==> config.mk <==
export PLATFORM = sky130hd
export DESIGN_NAME = fifo_read_adapter
export DESIGN_NICKNAME = d
export VERILOG_FILES = /design/src/rtl/fifo_read_adapter.sv
export SDC_FILE = /design/constraint.sdc
export NUM_CORES = 1
export LEC_CHECK = 0
export BUFFER_PORTS_ARGS = -buffer_cell sky130_fd_sc_hd__buf_2
export CORE_MARGIN = 1.5
export CORE_UTILIZATION = 30
export DETAILED_ROUTE_END_ITERATION = 12
export PLACE_DENSITY = 0.54
export SKIP_CTS_REPAIR_TIMING = 1
export SLEW_MARGIN = 15
export SYNTH_ARGS = -nofsm -noshare
export SYNTH_HDL_FRONTEND = slang
export SYNTH_SLANG_ARGS = --single-unit
==> constraint.sdc <==
create_clock -name r_Clk -period 1.7 [get_ports r_Clk]
set_input_delay 0.34 -clock r_Clk [delete_from_list [all_inputs] [get_ports r_Clk]]
set_output_delay 0.34 -clock r_Clk [all_outputs]
set_load 0.1 [all_outputs]
==> src/rtl/fifo_read_adapter.sv <==
// Read-domain consumer for an FWFT async FIFO: pops words into a 2-entry skid buffer
// and presents them as a registered valid/ready stream, counting every delivered word.
module fifo_read_adapter #(
  parameter int unsigned data_Size  = 8,
  parameter int unsigned count_Size = 16
) (
  input  logic                  r_Clk,
  input  logic                  r_Rst,
  input  logic                  fifo_Empty,
  input  logic [data_Size-1:0]  read_Data,
  output logic                  r_Inc,
  input  logic                  drain_En,
  output logic [data_Size-1:0]  out_Data,
  output logic                  out_Valid,
  input  logic                  out_Ready,
  output logic [count_Size-1:0] word_Count,
  output logic [1:0]            buf_Occ
);

  typedef enum logic [1:0] {
    EMPTY = 2'd0,
    ONE   = 2'd1,
    FULL  = 2'd2
  } occ_t;

  localparam logic [count_Size-1:0] CNT_STEP = count_Size'(1);

  occ_t                 state;
  logic [data_Size-1:0] head;
  logic [data_Size-1:0] tail;
  logic                 fire;

  // Pop decision looks only at local state, never at out_Ready.
  assign r_Inc    = r_Rst & drain_En & ~fifo_Empty & (state != FULL);
  assign fire     = out_Valid & out_Ready;
  assign out_Data = head;

  always_ff @(posedge r_Clk) begin
    if (!r_Rst) begin
      state      <= EMPTY;
      head       <= '0;
      tail       <= '0;
      out_Valid  <= 1'b0;
      buf_Occ    <= 2'd0;
      word_Count <= '0;
    end else begin
      if (fire) begin
        word_Count <= word_Count + CNT_STEP;
      end
      case (state)
        EMPTY: begin
          if (r_Inc) begin
            head      <= read_Data;
            state     <= ONE;
            out_Valid <= 1'b1;
            buf_Occ   <= 2'd1;
          end
        end
        ONE: begin
          case ({r_Inc, fire})
            2'b11: head <= read_Data;
            2'b10: begin
              tail    <= read_Data;
              state   <= FULL;
              buf_Occ <= 2'd2;
            end
            2'b01: begin
              state     <= EMPTY;
              out_Valid <= 1'b0;
              buf_Occ   <= 2'd0;
            end
            default: ;
          endcase
        end
        FULL: begin
          if (fire) begin
            head    <= tail;
            state   <= ONE;
            buf_Occ <= 2'd1;
          end
        end
        default: begin
          state     <= EMPTY;
          out_Valid <= 1'b0;
          buf_Occ   <= 2'd0;
        end
      endcase
    end
  end

endmodule

Word-level counts from Yosys, hierarchy flattened:

Cells that the tools add are included.

* register bits: 35
* input bits: 13
* output and inout port bits: 28
* logic and storage cells: 40

* $add $sub $neg: 1
* equal/unequal tests: 11
* muxes and demuxes: 11
* bitwise logic cells: 6
* reduce and logical (&&, ||, !) cells: 6

Operator list (count)
* 8-bit 2-to-1 mux: 3
* 8-bit case mux with 3 select lines: 1
* 16-bit by 1-bit adder with 16-bit output, second input constant: 1
* 2-bit equality test, second input constant: 3
* 2-bit != test, second input constant: 3
* 2-bit case mux with 3 select lines: 1
* 3-bit AND reduction: 2
* 1-bit AND: 4
* 2-bit by 1-bit equality test with 1-bit output, second input constant: 2
* 2-bit 2-to-1 mux: 2
* 2-bit by 1-bit != test with 1-bit output, second input constant: 2
* 2-bit case mux with 2 select lines: 1
* 4-bit AND reduction: 1
* 3-bit by 2-bit != test with 1-bit output, second input constant: 1
* 1-bit case mux with 3 select lines: 1
* 3-bit nonzero test: 1
* 2-bit zero test: 1
* 1-bit 2-to-1 mux: 2
* 1-bit inverter: 2
* 2-bit AND reduction: 1

Longest topological paths before layout:

Gate-level depths: netlist of run 1.

* depth after elaboration: 6
* mapped depth: 5
* mapped depth without buffers: 4

Worst setup path before layout of run 1:

Ideal clock, no wire load.

* kind: reg2out
* start point: reg state[0]
* end point: out r_Inc
* arrival time: 2.860 ns
* required time: 1.360 ns
* slack: -1.500 ns
* stages on the path, launching flop included: 4
* cell sequence: dfxtp_1 nand2b_1 buf_2 nor2b_1

* cells in the longest elaborated chain, start to end: 2

RTL lines
* start, declared: RTL line 28 `occ_t state;`
* start signal, assigned: RTL line 40 `state <= EMPTY;`
* start signal, assigned: RTL line 54 `state <= ONE;`
* start signal, assigned: RTL line 64 `state <= FULL;`
* 2-bit != test: RTL line 34 `assign r_Inc = r_Rst & drain_En & ~fifo_Empty & (state != FULL);`
* 1-bit AND: RTL line 34
* end, declared: RTL line 11 `output logic r_Inc,`

No other way between the ends.

Final worst setup path of run 1:

Same ends and word-level chain as after synthesis.

==> results of run 1 <==
-- routing by layer --
layer  up-vias  track usage [%]  routed length (um)
met5         -                0                   0
met1       569            13.34                1509
met3         5            4.431                 187
met4         0            4.444                  31
met2        31            18.84                1415
li1        665                -                   -
-- cell families (layout without fill, tap and decap cells) --
family	after synthesis	count (layout)	synth area share [%]
multiplexers	18	18	11.09
flip-flops	35	35	43.14
AND/OR/NAND/NOR	64	64	24.27
AO/OA/AOI/OAI	27	27	12.79
buffers and inverters	10	56	3.081
XOR/XNOR	9	9	4.854
adder cells (fa/ha/maj)	1	1	0.7703
-- worst min-delay path by stage --
stage / slack (ns) / from / to
final: 0.33 / read_Data[6] / tail[6]
after global routing: 0.33 / read_Data[0] / tail[0]
after global placement: 0.47 / word_Count[15] / word_Count[15]
after floorplan: 0.48 / tail[0] / tail[0]
after detailed placement: 0.48 / word_Count[15] / word_Count[15]
after CTS: 0.32 / read_Data[6] / tail[6]
-- worst reg2reg max path: stages, from the launching register on --
cell,delay (ns)
sky130_fd_sc_hd__dfxtp_4,0.38
sky130_fd_sc_hd__and4_1,0.19
sky130_fd_sc_hd__buf_4,0.16
sky130_fd_sc_hd__nand4_4,0.14
sky130_fd_sc_hd__or3_1,0.37
sky130_fd_sc_hd__a21boi_1,0.13
-- synthesized netlist by cell type, drive strengths merged --
cell type  number
a211o           1
dfxtp          35
a21oi           3
clkbuf          4
mux2i          18
nand2          19
o22ai           1
o211a           8
and3            1
nand4           4
a2bb2oi         1
nand3b          1
nor3            1
and4bb          1
buf             3
nor2b           9
and4b           1
inv             3
and2           12
a21boi          7
xnor2           9
and4            2
o21ai           6
nand2b          2
or3             5
nand3           5
ha              1
or2             1
-- per-stage QoR --
stage | setup TNS, ns | util [%] | area [um2] | worst slack (ns)
floorplan | -0.3173 | - | 1670 | -0.3142
global placement | 0 | 38.12 | 1972 | 0.1831
finish | 0 | 40.06 | 2072 | 0.2052
global route | 0 | 40.06 | 2072 | 0.1370
CTS | 0 | 40.06 | 2072 | 0.1827
detailed placement | 0 | 38.12 | 1972 | 0.1582
-- flip-flops by register name (all words and copies together) (netlist names) --
name / flops
state: 2
word_Count: 16
tail: 8
out_Valid: 1
out_Data: 8
-- cell type report --
cell class	count	area [um2]	share of cell area, %
multi-input cells	119	880.8	42.51
flip-flops and latches	35	739.5	35.69
repair buffers	45	252.7	12.20
clock buffers	8	100.1	4.831
well taps	70	87.58	4.227
inverters	3	11.26	0.5435
-- power by group through the flow --
stage               clock (uW)  combinational [uW]  sequential, uW
global route               727                 301             857
finish                     654                 287             855
CTS                        691                 290             854
global placement             0                 289             874
floorplan                    0                81.3            1020
detailed placement           0                 289             873
==> out/results.ini, run 1 <==
[yosys]
syn_area_um2 = 1624
netlist_top_cells_area = sky130_fd_sc_hd__dfxtp_1 (43%), sky130_fd_sc_hd__mux2i_1 (11%), sky130_fd_sc_hd__o211a_1 (4.9%)
avgSynthCellArea_um2 = 9.903
syn-instance-count = 164
yosysTopAreaCellShare_pct = 43.14
synth.largest_area_cell = sky130_fd_sc_hd__dfxtp_1
synth.yosys.warnings = 0
synthesis.nets = 178
portion_of_the_post_synthesis_area_used_by_sequential_elements_pct = 43.14
synth-seq-cells = 35
synthDistinctLibCells = 33

[die]
die_area_um2 = 5864
starting_density_of_the_core_pct = 31.40
horizontal_extent_of_the_die_um = 76.58
core-area_um2 = 5172
die_h_um = 76.58
floorplan.io_pins = 41
fp-row-count = 26

[pwr]
switching_power_of_the_nets_uw = 519.6
combPwrFrac_pct = 16.0
share_seq_of_total_power_pct = 47.6
internal_power_uw = 1275
power.density_nw_per_um2 = 866.3
total_power_uw = 1795
leakagePower_uw = 0.001063
vdd_ir_drop_max_mv = 0.6133
netSwitchingFraction_pct = 28.95
pwr-share-clk_pct = 36.4

[finish]
layout.cells.most_common = sky130_fd_sc_hd__buf_2
drive_gt1_share_pct = 35.71
nets = 223
layoutNonFillerInstCount = 280
filler_cell_count = 529
most-common-layout-cells = sky130_fd_sc_hd__buf_2 (39), sky130_fd_sc_hd__nand2_1 (18), sky130_fd_sc_hd__mux2i_1 (18), sky130_fd_sc_hd__dfxtp_1 (18), sky130_fd_sc_hd__and2_1 (12)
antenna_cells = 0
areaGrowthSynthToFinish_pct = 27.58

[setup_path]
critPathCapture = r_Inc
critical-path-max-stage-delay_ns = 0.39
crit_path_cell_trace = nand2b_1, nor2b_4, buf_12
critical_path_buf_inv_count = 1
endpoint_kind = output pin
critical_path.top_delay_family = flip-flops
regToRegStartpoint = out_Valid
worst_r2r_path_depth = 5
critical_path.startpoint_type = flip-flop
critical_path_required_ns = 1.36
setup.reg_to_reg.worst_slack_ns = 0.27
cp.depth = 3
cp-startpoint = state[0]
crit_arrival_ns = 1.15
worst-path-max-fanout = 8
reg2reg_to = word_Count[11]
timing.critical_path.slowest_stage_cell = sky130_fd_sc_hd__dfxtp_2
criticalPathCategory = reg2out

[route]
vias_per_cell = 4.536
drc = 0
via_count = 1270
wl_per_cell_um = 11.23
routed_wl_um = 3144
ant_nets = 0
drt_first_iter_violations = 36
dr.pass1.iters = 4

[timing]
max_slew_margin_pct = 67.31
max_freq_ghz = 0.6690
setup_viol = 0
rsz0062_at_grt = false
fin_worst_hold_slack_ns = 0.3296
final-max-slew-violation-count = 0
skew_ns = 0.004462
period_share_pct = 87.93
worst_margin_slew_ns = 0.4937
final_hold_viol_count = 0
fin_crit_ns = 1.495

[cts]
number_of_clock_sinks_seen_by_cts = 35
clock_path_buffers = 2
cts_buffer_count = 5
ctsHtreeMaxLevel = 2
cts.clk_slew.worst_paths_ns = 0.07
clk_latency_ns = 0.28
tritoncts = yes
clk_root_buffer_cell = sky130_fd_sc_hd__clkbuf_8

[hold_path]
worstHoldPathCells = 3
worstHoldPathType = in2reg

[placed_design]
gp_congestion = 0.7409
detailed_place_hpwl_um = 2320
total_placed_cells_including_tap_cells = 272
portBuffers = 40

[outcome]
status = finished, final reports clean

[grt]
grt_first_pass_wirelength_um = 5347
grt_max_degree = 26
gr-total-overflow = 0
first_global_vias = 1203
grt_use_total_pct = 11.44
grt_antenna_before_repair = 0

[job]
maximum_capacitance_violations = 0

No activity file was read; power rests on OpenSTA's default activity.
==> inputs of run 2 (changes only) <==
--- a/config.mk
+++ b/config.mk
@@ -6,10 +6,12 @@
 export NUM_CORES = 1
 export LEC_CHECK = 0
 export BUFFER_PORTS_ARGS = -buffer_cell sky130_fd_sc_hd__buf_2
+export CELL_PAD_IN_SITES_DETAIL_PLACEMENT = 0
+export CELL_PAD_IN_SITES_GLOBAL_PLACEMENT = 1
 export CORE_MARGIN = 1.5
 export CORE_UTILIZATION = 30
 export DETAILED_ROUTE_END_ITERATION = 12
-export PLACE_DENSITY = 0.54
+export PLACE_DENSITY_LB_ADDON = 0.1
 export SKIP_CTS_REPAIR_TIMING = 1
 export SLEW_MARGIN = 15
 export SYNTH_ARGS = -nofsm -noshare
==> constraint.sdc (replaced) <==
create_clock -name r_Clk -period 1.7 [get_ports r_Clk]
set_input_delay 0.34 -clock r_Clk [delete_from_list [all_inputs] [get_ports r_Clk]]
set_output_delay 0.34 -clock r_Clk [all_outputs]
set_load 0.01 [all_outputs]
==> run 2 against run 1 <==
Global-route usage is 0.99 points higher. Final cell count grew 0.36%. Worst setup slack lost 0.036 ns. Utilization fell by 1.0 points. Die area unchanged. Cell area shrank 2.6%. Non-clock buffer count rose by 1. Critical path depth rose by 1. Clock skew is essentially flat.
==> out/results.ini, run 2 (same netlist as run 1, synthesis figures left out) <==
[timing]
final.setup.tns_ns = 0  ; unchanged
period_share_pct = 90.05  ; was 87.93%
setup_viol = 0  ; unchanged
fin_crit_ns = 1.531  ; was 1.495 ns
final-max-slew-violation-count = 0  ; unchanged
max_slew_margin_pct = 80.38  ; was 67.31%
rsz0062_at_grt = false  ; unchanged
final_hold_viol_count = 0  ; unchanged
max_freq_ghz = 0.6532  ; was 0.6690 GHz
postLayoutSetupSlackWorst_ns = 0.1692  ; was 0.2052 ns
skew_ns = 0.004258  ; was 0.004462 ns
fin_worst_hold_slack_ns = 0.3271  ; was 0.3296 ns
worst_margin_slew_ns = 0.2917  ; was 0.4937 ns

[cts]
clock_path_buffers = 2  ; unchanged
ctsHtreeMaxLevel = 2  ; unchanged
tritoncts = yes  ; unchanged
cts.clk_slew.worst_paths_ns = 0.07  ; about the same
cts_buffer_count = 5  ; unchanged
clk_latency_ns = 0.28  ; about the same
number_of_clock_sinks_seen_by_cts = 35  ; unchanged
clk_root_buffer_cell = sky130_fd_sc_hd__clkbuf_8  ; unchanged

[pwr]
vdd_ir_drop_max_mv = 0.3628  ; was 0.6133 mV
power.density_nw_per_um2 = 823.6  ; was 866.3 nW/um2
leakagePower_uw = 0.001045  ; was 0.001063 uW

[setup_path]
endpoint_kind = flip-flop  ; was output pin
worst-path-max-fanout = 6  ; was 8
critical_path.startpoint_type = flip-flop  ; unchanged
worst_r2r_path_depth = 4  ; was 5
criticalPathCategory = reg2reg  ; was reg2out
crit_arrival_ns = 1.75  ; was 1.15 ns
cp-startpoint = word_Count[4]  ; was state[0]
critical_path_required_ns = 1.92  ; was 1.36 ns
regToRegStartpoint = word_Count[4]  ; was out_Valid

[grt]
grtUsageMet3_pct = 3.353  ; was 4.431%
met2_demand_to_capacity_share_in_global_routing_pct = 21.52  ; was 18.84%
grt_first_pass_wirelength_um = 5858  ; was 5347 um
grt.busiest_layer = met2  ; unchanged
grt_use_met1_pct = 14.04  ; was 13.34%
first_global_vias = 1278  ; was 1203
grt_antenna_before_repair = 0  ; unchanged
gr-total-overflow = 0  ; unchanged
grt_use_total_pct = 12.43  ; was 11.44%
grt_max_degree = 21  ; was 26

[die]
floorplan.io_pins = 41  ; unchanged
die_h_um = 76.58  ; unchanged
horizontal_extent_of_the_die_um = 76.58  ; unchanged
die_area_um2 = 5864  ; unchanged
fp-row-count = 26  ; unchanged
core-area_um2 = 5172  ; unchanged
starting_density_of_the_core_pct = 31.40  ; unchanged

[finish]
registers.top_by_ff_count = word_Count  ; unchanged
filler_cell_count = 534  ; was 529
drive_gt1_share_pct = 27.49  ; was 35.71%
fin_util_pct = 39.02  ; was 40.06%
seqCellArea_um2 = 700.7  ; was 739.5 um2
most-common-layout-cells = sky130_fd_sc_hd__buf_2 (40), sky130_fd_sc_hd__dfxtp_1 (35), sky130_fd_sc_hd__nand2_1 (18), sky130_fd_sc_hd__mux2i_1 (18), sky130_fd_sc_hd__and2_1 (12)  ; was sky130_fd_sc_hd__buf_2 (39), sky130_fd_sc_hd__nand2_1 (18), sky130_fd_sc_hd__mux2i_1 (18), sky130_fd_sc_hd__dfxtp_1 (18), sky130_fd_sc_hd__and2_1 (12)
nets = 224  ; was 223
antenna_cells = 0  ; unchanged
multi_input_area_um2 = 873.3  ; was 880.8 um2
layoutNonFillerInstCount = 281  ; was 280
layout.cells.most_common = sky130_fd_sc_hd__buf_2  ; unchanged
areaGrowthSynthToFinish_pct = 24.27  ; was 27.58%
largest_register_ff_count = 16  ; unchanged

[placed_design]
total_placed_cells_including_tap_cells = 273  ; was 272
placement.setup.worst_slack_ns = 0.1405  ; was 0.1582 ns
portBuffers = 40  ; unchanged
gp_congestion = 0.7692  ; was 0.7409
detailed_place_hpwl_um = 2502  ; was 2320 um

[route]
drc = 0  ; unchanged
wl_per_cell_um = 12.28  ; was 11.23 um
via_count = 1289  ; was 1270
routed_wl_um = 3452  ; was 3144 um
drt_first_iter_violations = 24  ; was 36
vias_per_cell = 4.587  ; was 4.536
ant_nets = 0  ; unchanged
dr.pass1.iters = 4  ; unchanged

[hold_path]
hold_path.startpoint = read_Data[5]  ; was read_Data[6]
worstHoldPathCells = 3  ; unchanged
worstHoldPathType = in2reg  ; unchanged

[job]
maximum_capacitance_violations = 0  ; unchanged

[outcome]
status = finished, final reports clean  ; unchanged

run 2: cell count changes in the layout (fill, tap and decap cells not counted), sizes merged:
cell,previous run,this run
buf,45,46
run 2: power by group:
part	internal, uW	switching (uW)	total [uW]
clock network	370	294	663
registers	842	20.2	862
logic	66.9	69.8	137
total	1280	384	1660
run 2: worst paths after layout:
check | to | slack, ns
setup reg to reg | word_Count[11] | 0.17
setup / recovery | word_Count[11] | 0.17
hold / removal | tail[5] | 0.33
hold reg to reg | word_Count[15] | 0.47
run 2: metrics by stage:
step	power, uW	instance area, um2
6_report	1662	2018
5_1_grt	1755	2018
4_1_cts	1706	2018
3_5_place_dp	1021	1918
2_1_floorplan	960.9	1624
3_3_place_gp	1017	1918
run 2: layer usage:
layer  part of all wire [%]  vias to the layer above  wire [um]
li1                       -                      667          -
met1                     45                      587       1562
met2                     48                       30       1657
met3                    5.1                        5        175
met4                    1.7                        0         57
met5                      0                        -          0
run 2: area by class of cell:
type                       count  area share (%)
clock buffer                   8           4.960
multi-input combinational    119           43.27
timing repair buffer          46           12.15
inverter                       3          0.5580
sequential                    35           34.72
tap                           70           4.340
run 2: worst max-delay path, stage by stage, from the launching register on:
cell	delay (ns)
sky130_fd_sc_hd__dfxtp_1	0.42
sky130_fd_sc_hd__and4_1	0.37
sky130_fd_sc_hd__nand4_4	0.17
sky130_fd_sc_hd__or3_1	0.37
sky130_fd_sc_hd__a21boi_1	0.14
